===== src/rtl/dm_arb_pkg.sv =====
// Shared types and constants for the data-memory arbiter.
package dm_arb_pkg;

  typedef enum logic [1:0] {
    StIdle,
    StIssue,
    StWait,
    StResp
  } state_e;

  localparam logic PORT_S = 1'b0;
  localparam logic PORT_H = 1'b1;

  localparam int unsigned RD_LAT_DEF     = 1;
  localparam int unsigned STARVE_LIM_DEF = 4;
  localparam int unsigned STREAK_W       = 4;

endpackage


===== src/rtl/dm_arbiter_if.sv =====
// Request/response bundle between the two requesters, the arbiter and the memory.
interface dm_arbiter_if #(
  parameter int unsigned ADDR_W = 7,
  parameter int unsigned DATA_W = 8
);

  logic              s_req;
  logic              s_we;
  logic [ADDR_W-1:0] s_addr;
  logic [DATA_W-1:0] s_wdata;
  logic              s_gnt;
  logic              s_rvalid;
  logic [DATA_W-1:0] s_rdata;

  logic              h_req;
  logic              h_we;
  logic [ADDR_W-1:0] h_addr;
  logic [DATA_W-1:0] h_wdata;
  logic              h_gnt;
  logic              h_rvalid;
  logic [DATA_W-1:0] h_rdata;

  logic [ADDR_W-1:0] mem_addr;
  logic              mem_we;
  logic [DATA_W-1:0] mem_wdata;
  logic [DATA_W-1:0] mem_rdata;

  logic              busy;
  logic              owner;

  // Arbiter side.
  modport slave (
    input  s_req, s_we, s_addr, s_wdata,
    input  h_req, h_we, h_addr, h_wdata,
    input  mem_rdata,
    output s_gnt, s_rvalid, s_rdata,
    output h_gnt, h_rvalid, h_rdata,
    output mem_addr, mem_we, mem_wdata,
    output busy, owner
  );

  // Requesters and memory side.
  modport master (
    output s_req, s_we, s_addr, s_wdata,
    output h_req, h_we, h_addr, h_wdata,
    output mem_rdata,
    input  s_gnt, s_rvalid, s_rdata,
    input  h_gnt, h_rvalid, h_rdata,
    input  mem_addr, mem_we, mem_wdata,
    input  busy, owner
  );

endinterface


===== src/rtl/dm_arb_pick.sv =====
// Combinational winner picker: S has priority until its streak reaches the limit.
module dm_arb_pick
  import dm_arb_pkg::*;
#(
  parameter int unsigned STARVE_LIM = STARVE_LIM_DEF
) (
  input  logic                i_s_req,
  input  logic                i_h_req,
  input  logic [STREAK_W-1:0] i_streak,
  output logic                o_valid,
  output logic                o_winner
);

  logic w_starved;

  always_comb begin
    w_starved = (i_streak == STREAK_W'(STARVE_LIM));
    o_valid   = i_s_req | i_h_req;
    o_winner  = PORT_S;
    if (i_h_req && (!i_s_req || w_starved)) begin
      o_winner = PORT_H;
    end
  end

endmodule


===== src/rtl/dm_arbiter.sv =====
// Two-port arbiter/sequencer for the shared data memory: latches the winning request,
// issues it for one cycle and returns read data after the memory latency.
module dm_arbiter
  import dm_arb_pkg::*;
#(
  parameter int unsigned ADDR_W     = 7,
  parameter int unsigned DATA_W     = 8,
  parameter int unsigned RD_LAT     = RD_LAT_DEF,
  parameter int unsigned STARVE_LIM = STARVE_LIM_DEF
) (
  input logic         clk,
  input logic         reset,
  dm_arbiter_if.slave bus
);

  // Index of the final WAIT cycle; unused when RD_LAT is zero.
  localparam logic [1:0] LastWait = (RD_LAT == 0) ? 2'd0 : 2'(RD_LAT - 1);

  state_e              r_state;
  state_e              w_state_nxt;
  logic                r_we;
  logic [ADDR_W-1:0]   r_addr;
  logic [DATA_W-1:0]   r_wdata;
  logic                r_owner;
  logic [STREAK_W-1:0] r_streak;
  logic [1:0]          r_cnt;
  logic [DATA_W-1:0]   r_s_rdata;
  logic [DATA_W-1:0]   r_h_rdata;

  logic w_valid;
  logic w_winner;
  logic w_latch;
  logic w_capture;

  dm_arb_pick #(
    .STARVE_LIM(STARVE_LIM)
  ) u_pick (
    .i_s_req (bus.s_req),
    .i_h_req (bus.h_req),
    .i_streak(r_streak),
    .o_valid (w_valid),
    .o_winner(w_winner)
  );

  always_ff @(posedge clk or posedge reset) begin
    if (reset) begin
      r_state <= StIdle;
    end else begin
      r_state <= w_state_nxt;
    end
  end

  always_comb begin
    w_state_nxt = r_state;
    unique case (r_state)
      StIdle: begin
        if (w_valid) w_state_nxt = StIssue;
      end
      StIssue: begin
        if (r_we)             w_state_nxt = StIdle;
        else if (RD_LAT == 0) w_state_nxt = StResp;
        else                  w_state_nxt = StWait;
      end
      StWait: begin
        if (r_cnt == LastWait) w_state_nxt = StResp;
      end
      StResp:  w_state_nxt = StIdle;
      default: w_state_nxt = StIdle;
    endcase
  end

  always_comb begin
    w_latch   = (r_state == StIdle) && w_valid;
    // Read data is sampled on the last edge before RESP.
    w_capture = ((r_state == StIssue) && !r_we && (RD_LAT == 0)) ||
                ((r_state == StWait) && (r_cnt == LastWait));
  end

  always_ff @(posedge clk or posedge reset) begin
    if (reset) begin
      r_we      <= 1'b0;
      r_addr    <= '0;
      r_wdata   <= '0;
      r_owner   <= PORT_S;
      r_streak  <= '0;
      r_cnt     <= '0;
      r_s_rdata <= '0;
      r_h_rdata <= '0;
    end else begin
      if (w_latch) begin
        r_owner <= w_winner;
        if (w_winner == PORT_H) begin
          r_we     <= bus.h_we;
          r_addr   <= bus.h_addr;
          r_wdata  <= bus.h_wdata;
          r_streak <= '0;
        end else begin
          r_we    <= bus.s_we;
          r_addr  <= bus.s_addr;
          r_wdata <= bus.s_wdata;
          if (!bus.h_req) begin
            r_streak <= '0;
          end else if (r_streak != STREAK_W'(STARVE_LIM)) begin
            r_streak <= r_streak + 1'b1;
          end
        end
      end

      if (r_state == StWait) r_cnt <= r_cnt + 1'b1;
      else                   r_cnt <= '0;

      if (w_capture) begin
        if (r_owner == PORT_H) r_h_rdata <= bus.mem_rdata;
        else                   r_s_rdata <= bus.mem_rdata;
      end
    end
  end

  // Strobes decode from the async-reset state, so mem_we falls the moment reset rises.
  always_comb begin
    bus.s_gnt     = (r_state == StIssue) && (r_owner == PORT_S);
    bus.h_gnt     = (r_state == StIssue) && (r_owner == PORT_H);
    bus.mem_we    = (r_state == StIssue) && r_we;
    bus.s_rvalid  = (r_state == StResp) && (r_owner == PORT_S);
    bus.h_rvalid  = (r_state == StResp) && (r_owner == PORT_H);
    bus.busy      = (r_state != StIdle);
    bus.owner     = r_owner;
    bus.mem_addr  = r_addr;
    bus.mem_wdata = r_wdata;
    bus.s_rdata   = r_s_rdata;
    bus.h_rdata   = r_h_rdata;
  end

endmodule


===== src/flat_wrapper.sv =====
// flat-port wrapper written by rule: the top's interface ports become plain ports
module dm_arbiter_flat import dm_arb_pkg::*;
#(
  parameter int unsigned ADDR_W     = 7,
  parameter int unsigned DATA_W     = 8,
  parameter int unsigned RD_LAT     = RD_LAT_DEF,
  parameter int unsigned STARVE_LIM = STARVE_LIM_DEF
)
  (clk, reset, bus_s_req, bus_s_we, bus_s_addr, bus_s_wdata, bus_h_req, bus_h_we, bus_h_addr, bus_h_wdata, bus_mem_rdata, bus_s_gnt, bus_s_rvalid, bus_s_rdata, bus_h_gnt, bus_h_rvalid, bus_h_rdata, bus_mem_addr, bus_mem_we, bus_mem_wdata, bus_busy, bus_owner);
  dm_arbiter_if #(.ADDR_W(ADDR_W), .DATA_W(DATA_W)) bus_i ();
  input logic clk;
  input logic reset;
  input wire logic [$bits(bus_i.s_req)-1:0] bus_s_req;
  input wire logic [$bits(bus_i.s_we)-1:0] bus_s_we;
  input wire logic [$bits(bus_i.s_addr)-1:0] bus_s_addr;
  input wire logic [$bits(bus_i.s_wdata)-1:0] bus_s_wdata;
  input wire logic [$bits(bus_i.h_req)-1:0] bus_h_req;
  input wire logic [$bits(bus_i.h_we)-1:0] bus_h_we;
  input wire logic [$bits(bus_i.h_addr)-1:0] bus_h_addr;
  input wire logic [$bits(bus_i.h_wdata)-1:0] bus_h_wdata;
  input wire logic [$bits(bus_i.mem_rdata)-1:0] bus_mem_rdata;
  output wire logic [$bits(bus_i.s_gnt)-1:0] bus_s_gnt;
  output wire logic [$bits(bus_i.s_rvalid)-1:0] bus_s_rvalid;
  output wire logic [$bits(bus_i.s_rdata)-1:0] bus_s_rdata;
  output wire logic [$bits(bus_i.h_gnt)-1:0] bus_h_gnt;
  output wire logic [$bits(bus_i.h_rvalid)-1:0] bus_h_rvalid;
  output wire logic [$bits(bus_i.h_rdata)-1:0] bus_h_rdata;
  output wire logic [$bits(bus_i.mem_addr)-1:0] bus_mem_addr;
  output wire logic [$bits(bus_i.mem_we)-1:0] bus_mem_we;
  output wire logic [$bits(bus_i.mem_wdata)-1:0] bus_mem_wdata;
  output wire logic [$bits(bus_i.busy)-1:0] bus_busy;
  output wire logic [$bits(bus_i.owner)-1:0] bus_owner;
  assign bus_i.s_req = bus_s_req;
  assign bus_i.s_we = bus_s_we;
  assign bus_i.s_addr = bus_s_addr;
  assign bus_i.s_wdata = bus_s_wdata;
  assign bus_i.h_req = bus_h_req;
  assign bus_i.h_we = bus_h_we;
  assign bus_i.h_addr = bus_h_addr;
  assign bus_i.h_wdata = bus_h_wdata;
  assign bus_i.mem_rdata = bus_mem_rdata;
  assign bus_s_gnt = bus_i.s_gnt;
  assign bus_s_rvalid = bus_i.s_rvalid;
  assign bus_s_rdata = bus_i.s_rdata;
  assign bus_h_gnt = bus_i.h_gnt;
  assign bus_h_rvalid = bus_i.h_rvalid;
  assign bus_h_rdata = bus_i.h_rdata;
  assign bus_mem_addr = bus_i.mem_addr;
  assign bus_mem_we = bus_i.mem_we;
  assign bus_mem_wdata = bus_i.mem_wdata;
  assign bus_busy = bus_i.busy;
  assign bus_owner = bus_i.owner;
  dm_arbiter #(.ADDR_W(ADDR_W), .DATA_W(DATA_W), .RD_LAT(RD_LAT), .STARVE_LIM(STARVE_LIM)) u_core (.clk(clk), .reset(reset), .bus(bus_i));
endmodule

===== config.mk =====
export PLATFORM = sky130hd
export DESIGN_NAME = dm_arbiter_flat
export DESIGN_NICKNAME = d
export VERILOG_FILES = /design/src/rtl/dm_arb_pkg.sv /design/src/rtl/dm_arbiter_if.sv /design/src/rtl/dm_arb_pick.sv /design/src/rtl/dm_arbiter.sv /design/src/flat_wrapper.sv
export SDC_FILE = /design/constraint.sdc
export NUM_CORES = 1
export LEC_CHECK = 0
export ABC_AREA = 1
export CORE_ASPECT_RATIO = 1.25
export CORE_UTILIZATION = 30
export CTS_CLUSTER_SIZE = 14
export DETAILED_ROUTE_END_ITERATION = 8
export SLEW_MARGIN = 20
export SYNTH_ARGS = -nofsm -noshare
export SYNTH_HDL_FRONTEND = slang
export SYNTH_SLANG_ARGS = --single-unit

===== constraint.sdc =====
create_clock -name clk -period 3.7 [get_ports clk]
set_input_delay 0.37 -clock clk [delete_from_list [all_inputs] [get_ports clk]]
set_output_delay 0.37 -clock clk [all_outputs]
set_load 0.1 [all_outputs]

Yosys cells after proc, flatten, opt, wreduce, memory -nomap -nowiden
Index checks and enable logic that the tools add are counted. Widths: inputs -> output; s select.

Output and inout bits: 38. Input port bits: 44. Register bits after elaboration: 41. Logic and storage cells: 50.

Eq/ne operators: 8. Reduce and logical (&&, ||, !) cells: 17. Mux-type cells: 12. Bitwise logic cells: 2. $add $sub $neg: 2.

Operators with widths (count): $mux 4 (3); $logic_and 1x1->1 (8); $mux 2 (4); $mux 8 (1); $pmux 2 s4 (1); $reduce_and 2->1 (4); $mux 7 (1); $add 4x1->4 const B (1); $eq 2x2->1 const B (2); $eq 4x3->1 const B (1); $logic_not 2->1 (2); $ne 4x3->1 const B (1); $ne 3x1->1 const B (1); $add 2x1->2 const B (1); $eq 2x1->1 const B (1); $mux 1 (2); $ne 2x1->1 const B (1); $ne 2x2->1 const B (1); $reduce_bool 2->1 (1); $logic_not 1->1 (1); $logic_or 1x1->1 (1); $not 1->1 (1); $or 1x1->1 (1).

Longest topological paths before layout
Gate-level depths: netlist (run 1).

Word-level depth: 6. Depth in mapped cells: 9. Mapped depth without buffers: 8.

Modules after synthesis
A second synthesis (run 1) with hierarchy kept.

Cells, all modules: 218. Area, all modules: 1946.9 sq um.

Modules (own cells, without submodules): dm_arbiter (times used 1, cells an instance 211, area an instance 1913.1 sq um, seq. area each 1026.0 sq um); dm_arb_pick (times used 1, cells an instance 7, area an instance 33.8 sq um, seq. area each 0.0 sq um).

Worst setup path after synthesis (run 1)
No wires, ideal clock.

Kind: register to output. From: register u_core.r_owner (netlist: u_core.bus.owner). To: output port bus_h_rvalid. Path slack: 0.082 ns. Stages on the path, launching flop included: 3. Required time: 3.330 ns. Path buffers: 0. Arrival: 3.248 ns. Cell sequence: dfrtp_1 -> inv_1 -> nor3_1.

Cells in the longest elaborated chain, start to end: 1.

RTL lines: from (decl) (line dm_arbiter.sv:24) `logic r_owner;`; from (signal assigned) (line dm_arbiter.sv:91) `r_owner <= w_winner;`; $logic_and 1x1->1 (line dm_arbiter.sv:125) `bus.h_rvalid = (r_state == StResp) && (r_owner == PORT_H);`; to (decl) (line flat_wrapper.sv:26) `output wire logic [$bits(bus_i.h_rvalid)-1:0] bus_h_rvalid;`.

Every way passes these cells.

Worst setup path in the final report (run 1)
Ends and elaborated chain as after synthesis.

==> results.txt, run 1 <==
The flow ran to the end, and the final reports show no timing, DRC or antenna violations. The count of nets left with antenna violations after detail routing is 0. In this run the horizontal extent of the chip is around 76 µm.

The synthesis warning total is 0. The worst clock skew on the final layout is between 5 and 6 ps. The floorplan has 33 rows. The number of buffers inserted during clock tree synthesis is 5.

The CTS H-tree depth is 2. The number of port buffers came out at 81. The largest fanout on the critical path came out at 6.

The number of enable-type register cells in the synthesized netlist is 0. The measured slew at the worst slew-check pin is approximately 1000 ps. The first global-routing pass estimated 7.89 mm of wire. The number of global-route vias before repair came out at 1697. The largest individual stage delay along the critical path comes from the cell sky130_fd_sc_hd__clkdlybuf4s50_1. In this run the vertical extent of the chip is 94.4 µm. The post-route worst hold slack came out at 436 ps.

In the routed design, unresolved DRC markers number 0. The wire-length estimate of the detail-placed layout is about 3.4 mm. In the synthesized netlist the dominant register cell turns out to be sky130_fd_sc_hd__dfrtp_1.

The clock passes through at most 2 buffers. The number of hold violations in the final report is 0. After clock tree synthesis, the repair step resized 0 gates. The later-pin clock latency in the skew report came out at just under 300 ps. Setup repair after global routing left no endpoint under its margin. The count of pins on the block boundary is 82.

The final layout contains 384 nets. The net count after synthesis is 304. The routed via count came out at 1823. The standard cell core area is between 6000 and 7000 µm². The average cell area after synthesis is 7.97 µm². By startpoint and endpoint, the worst setup path is classified as reg -> out. Data on the critical path arrives at its endpoint at around 2200 ps. Of the synthesized area, sequential elements account for 50.1%.

Tracing the worst setup path back leads to its startpoint at u_core.bus.owner. The clock transition at the registers of the reported paths came out at roughly 70 ps. The reg-to-reg setup timing slack is 2220 ps. The number of buffers inserted to repair setup after CTS is 0. The final critical-path required period is 2560 ps.

The maximum clock frequency came out at 0.390 GHz. The total number of clock tree sinks is 41. Setup violations remaining at the end of the flow were counted as 0. The highest cell delay on the worst timing path came out at 1180 ps. The fraction of layout instances using a drive strength above 1 is under 10%. The startpoint identified for the worst hold timing path is u_core.r_cnt[0]. The remaining global-route overflow is 0.

The combined global-route utilization of all metal layers came out at 14.2%. The starting utilization of the core area came out at between 30% and 40%. The library cell used most frequently in the layout, excluding fill and tap cells, is sky130_fd_sc_hd__clkdlybuf4s50_1. The initial antenna violation count was 0. The core occupancy in the finished layout is between 40% and 50%. The termination of the worst setup path is bus_h_rvalid. The required time of the critical path came out at 3330 ps. Walking the worst path, the cells encountered are inv_1, nor3_1, clkdlybuf4s50_1. The worst slew margin relative to its limit is around a third. The number of flip-flops and latches in the synthesized netlist is 41. The final weighted congestion in routability-driven placement is roughly 0.74.

The detailed-route wire length per cell is 11.4 µm. The type of element launching the critical path is a register. The cell count after synthesis came out at around 260. The worst register-to-register path begins at u_core.r_streak[0]. The overall die area came out at around 7000 µm². The path type of the worst min-delay path is reg -> reg. The number of violations reported at the end of detailed-routing iteration 0 came out at 35.

The summed negative setup slack over all endpoints came out at 0 ps. The number of max-cap violations is 0. The CTS tree is yes. The share of synthesized registers carrying an async set or reset is between 90% and 100%. The total iterations of the first detailed-routing run is 4. In this run, post-CTS hold repair placed 0 buffers. For this block, the routed nets add up to 4.82 mm of wire. In the layout the commonest cells are sky130_fd_sc_hd__clkdlybuf4s50_1, sky130_fd_sc_hd__nand2_1, sky130_fd_sc_hd__inv_1, sky130_fd_sc_hd__dfrtp_1, sky130_fd_sc_hd__nand3_1. The ratio of final minimum period to clock period came out at between 60% and 70%. STA classifies the critical path endpoint as a primary output. The largest net degree at the start of global routing came out at 42. The number of distinct library cells after synthesis came out at 22. The via density per instance came out at 4.30.

The number of max-slew violations in the final report came out at 0. The end of the worst register-to-register path is u_core.bus.mem_addr[3]. The root buffer cell chosen for the clock tree is sky130_fd_sc_hd__clkbuf_8. The synthesized area came out at 2050 µm². The antenna diode count is 0. The layout overhead on the synthesized area came out at 46.6%. The count of cells along the worst register-to-register path came out at 8.
-- Yosys cell counts (3+ instances only) --
cell type                 count  area share [%]
sky130_fd_sc_hd__o21ai_1     17             4.2
sky130_fd_sc_hd__nor3_1       3            0.73
sky130_fd_sc_hd__inv_1       50             9.2
sky130_fd_sc_hd__buf_2        3            0.73
sky130_fd_sc_hd__inv_2        3            0.55
sky130_fd_sc_hd__nand2_1     79              14
sky130_fd_sc_hd__nor2_1       5            0.92
sky130_fd_sc_hd__dfrtp_1     41              50
sky130_fd_sc_hd__buf_6        4             2.2
sky130_fd_sc_hd__nand3_1     33             8.1
sky130_fd_sc_hd__ha_1         3             1.8
sky130_fd_sc_hd__nand3_2      3             1.5
-- worst min-delay path by stage --
stage,depth (start not counted),slack (ps),endpoint
after floorplan,1,400,u_core.r_cnt[0]
after global placement,1,410,u_core.r_cnt[0]
after detailed placement,1,430,u_core.r_cnt[0]
after CTS,1,440,u_core.r_cnt[0]
after global routing,1,460,u_core.r_cnt[0]
final,1,440,u_core.r_cnt[0]
-- stage by stage --
step	std cells	setup WS, ps	instance area [µm²]
after global routing	424	1020	3010
after global placement	417	1520	2900
after floorplan	257	82.2	2050
after detailed placement	417	1440	2900
after CTS	424	1110	3010
final	424	1140	3010
-- layer usage --
| layer | vias to the layer above | track usage [%] | wire length, µm |
|---|---|---|---|
| met1 | 824 | 15.7 | 2040 |
| met2 | 58 | 26.8 | 2490 |
| met5 | - | 0 | 0 |
| met3 | 6 | 3.19 | 221 |
| li1 | 935 | - | - |
| met4 | 0 | 4.81 | 68 |
-- logic make-up (layout without fill, tap and decap cells) --
group	count (synthesis)	in the layout	share of synthesized area, %
buf+inv	63	143	13.7
fa+ha+maj	3	3	1.83
xor+xnor	2	2	0.855
flops	41	41	50.1
simple gates	130	130	29.2
compound gates	18	18	4.40
-- flip-flops by register name, indices dropped and copies added (netlist names), named ones only --
name / flops
u_core.r_streak: 4
u_core.bus.mem_wdata: 8
u_core.r_we: 1
u_core.bus.h_rdata: 8
u_core.r_state: 1
u_core.bus.s_rdata: 8
u_core.bus.owner: 1
u_core.bus.mem_addr: 7
u_core.r_cnt: 2
-- area by class of cell --
class	count	area, µm²
repair buffers	82	818
multi-input cells	153	743
flip-flops and latches	41	1030
well taps	87	109
fillers	653	3560
clock buffers	5	68.8
inverters	54	205
clock inverters	2	35.0
-- worst max-delay path: cells and delay by family (launching register included) --
family	cells	cell delay (ps)
buffers and inverters	2	1290
flip-flops	1	440
AND/OR/NAND/NOR	1	180
Power of run 1 is left out: the tool's default activity adds up to more than one toggle a clock period on the data nets, which glitch-free logic cannot reach.
==> run 2: changes to the inputs <==
Clock period 3.7 ns to 2.5 ns, I/O delays scaled along.
==> results.txt, run 2 (synthesis gave the netlist of run 1 again) <==
The run finished with clean final reports. The antenna diode count is 0. The starting utilization of the core area is a little under a third. The final weighted congestion in routability-driven placement came out at ~0.7. The cell count after placement is 419. The standard cell core area came out at 6570 µm². The number of buffers inserted during clock tree synthesis is 5. The final net count came out at just under 400.

The measured slew at the worst slew-check pin came out at about 510 ps. The largest net degree at the start of global routing came out at 42. The later-pin clock latency in the skew report is 290 ps. The wire length after detailed routing came out at 4.87 mm. The combined global-route utilization of all metal layers came out at 14.7%. The number of max-cap violations is 0.

The number of hold violations in the final report came out at 0. The cell row count came out at 33. The number of remaining DRC errors came out at 0. The quantity of hold-fixing buffers added after cts is 0.

The floorplan step set the die height to 94.4 µm. The count of cells in the finished layout, fillers not included, comes to 427. The total number of clock tree sinks is 41. The number of max-slew violations in the final report is 0. The required time of the critical path is 2250 ps. The number of gates resized after CTS was 0.

The remaining global-route overflow came out at 0. From synthesis to final layout, the design area changed by 43.2%. The number of violations reported at the end of detailed-routing iteration 0 is 57. The clock transition at the registers of the reported paths is 80 ps. The critical path in this run is classified as reg -> out. The die outline width came out at 75.9 µm. The footprint of the flip-flops and latches came out at slightly above 1000 µm². The longest clock path from root to sink contains 2 buffers. Summing over every cut layer, the via total after detailed routing is 1835. Leaving out fill and tap cells, the most frequent cell in the layout is sky130_fd_sc_hd__nand2_1. The fraction of layout instances using a drive strength above 1 came out at 19.4%.

Setup repair after global routing left no endpoint under its margin. For the worst setup path, the data arrival time is between 1000 and 1500 ps. The number of global-route vias before repair came out at between 1.5k and 2k. The wire length of the first global-routing pass came out at 8.26 mm.

Post-CTS timing repair inserted 0 buffers for setup. The count of pins on the block boundary came out at 82. The initial antenna violation count is 0. For this run, the top clock speed supported by timing is roughly 0.63 GHz.

The number of port buffers came out at 81. Measured against its own limit, the worst slew margin works out to 66.0%. The half-perimeter wire length after placement is 3.61 mm. The filler cell count in the final layout is 679. The total iterations of the first detailed-routing run is 4.

The worst setup path is captured at a primary output. The worst clock skew on the final layout came out at around 5.6 ps. The via density per instance is 4.30. The cell sitting at the root of the clock tree is a sky130_fd_sc_hd__clkbuf_8. The total non-filler cell area in the finished layout came out at 2940 µm². The overall die area is 7170 µm².

In the layout the commonest cells are sky130_fd_sc_hd__nand2_1, sky130_fd_sc_hd__inv_1, sky130_fd_sc_hd__clkdlybuf4s50_1, sky130_fd_sc_hd__dfrtp_1, sky130_fd_sc_hd__buf_4. STA classifies the critical path startpoint as a register. The largest fanout on the critical path came out at 6.

The launch instance of the worst register-to-register path is u_core.r_streak[0]. The count of nets left with antenna violations after detail routing came out at 0. The ratio of final minimum period to clock period is 63.5%. Summing all placed instances gives a cell area of 2830 µm². The final count of negative-setup-slack endpoints is 0. The tightest min-delay check is of the in -> async type. The startpoint of the worst setup timing path is u_core.bus.owner. The area of combinational cells with multiple inputs came out at 756 µm². The detailed-route wire length per cell came out at roughly 11 µm. TritonCTS built the clock tree.

The CTS H-tree depth came out at 2. The smallest clock period supported by the final layout is computed as ~1600 ps.
==> run 2: changes by cell type in the layout (fill, tap and decap cells not counted) <==
cell,before,now
sky130_fd_sc_hd__clkdlybuf4s50_1,81,43
sky130_fd_sc_hd__nor2_2,1,2
sky130_fd_sc_hd__buf_4,1,41
sky130_fd_sc_hd__clkbuf_8,5,7
sky130_fd_sc_hd__bufinv_16,1,0
sky130_fd_sc_hd__nor3_2,0,2
sky130_fd_sc_hd__nor3_1,3,1
sky130_fd_sc_hd__nor2_1,5,4
==> run 2: cell type report <==
cell class,count,area share (%)
sequential,41,35.0
multi-input combinational,153,25.7
timing repair buffer,84,25.1
inverter,54,6.99
tap,87,3.71
clock buffer,7,3.28
clock inverter,1,0.171
==> run 2: through the flow <==
step                utilization [%]  worst slack (ps)  setup TNS [ps]  hold slack [ps]
global route                   44.7               809               0              437
detailed placement             43.2               678               0              417
global placement               43.2               696               0              413
floorplan                         -              -186            -186              402
finish                         44.7               912               0              396
CTS                            44.7               886               0              413
==> run 2: final timing paths <==
path | to | slack [ps] | cells after the start
worst max-delay path | bus_h_rvalid | 910 | 3
worst min-delay path | u_core.bus.mem_wdata[0] | 400 | 3
worst max register to register | u_core.bus.mem_wdata[1] | 1040 | 8
worst min register to register | u_core.r_cnt[0] | 420 | 1
max in group asynchronous | u_core.r_we | 1750 | 3
min in group clk | u_core.r_cnt[0] | 420 | 1
==> run 2: critical path: stages (launching register included) <==
cell                      delay (ps)
sky130_fd_sc_hd__dfrtp_1         480
sky130_fd_sc_hd__inv_1           140
sky130_fd_sc_hd__nor3_2          120
sky130_fd_sc_hd__buf_4           310
==> run 2: metal layers <==
metal,global-route usage (%),part of all wire (%),wire length (µm),vias up
li1,-,-,-,939
met1,16.7,42,2060,837
met2,26.7,51,2470,53
met3,3.77,5.3,258,6
met4,5.29,1.6,80,0
met5,0,0,0,-
Power of run 2 is left out for the same reason.
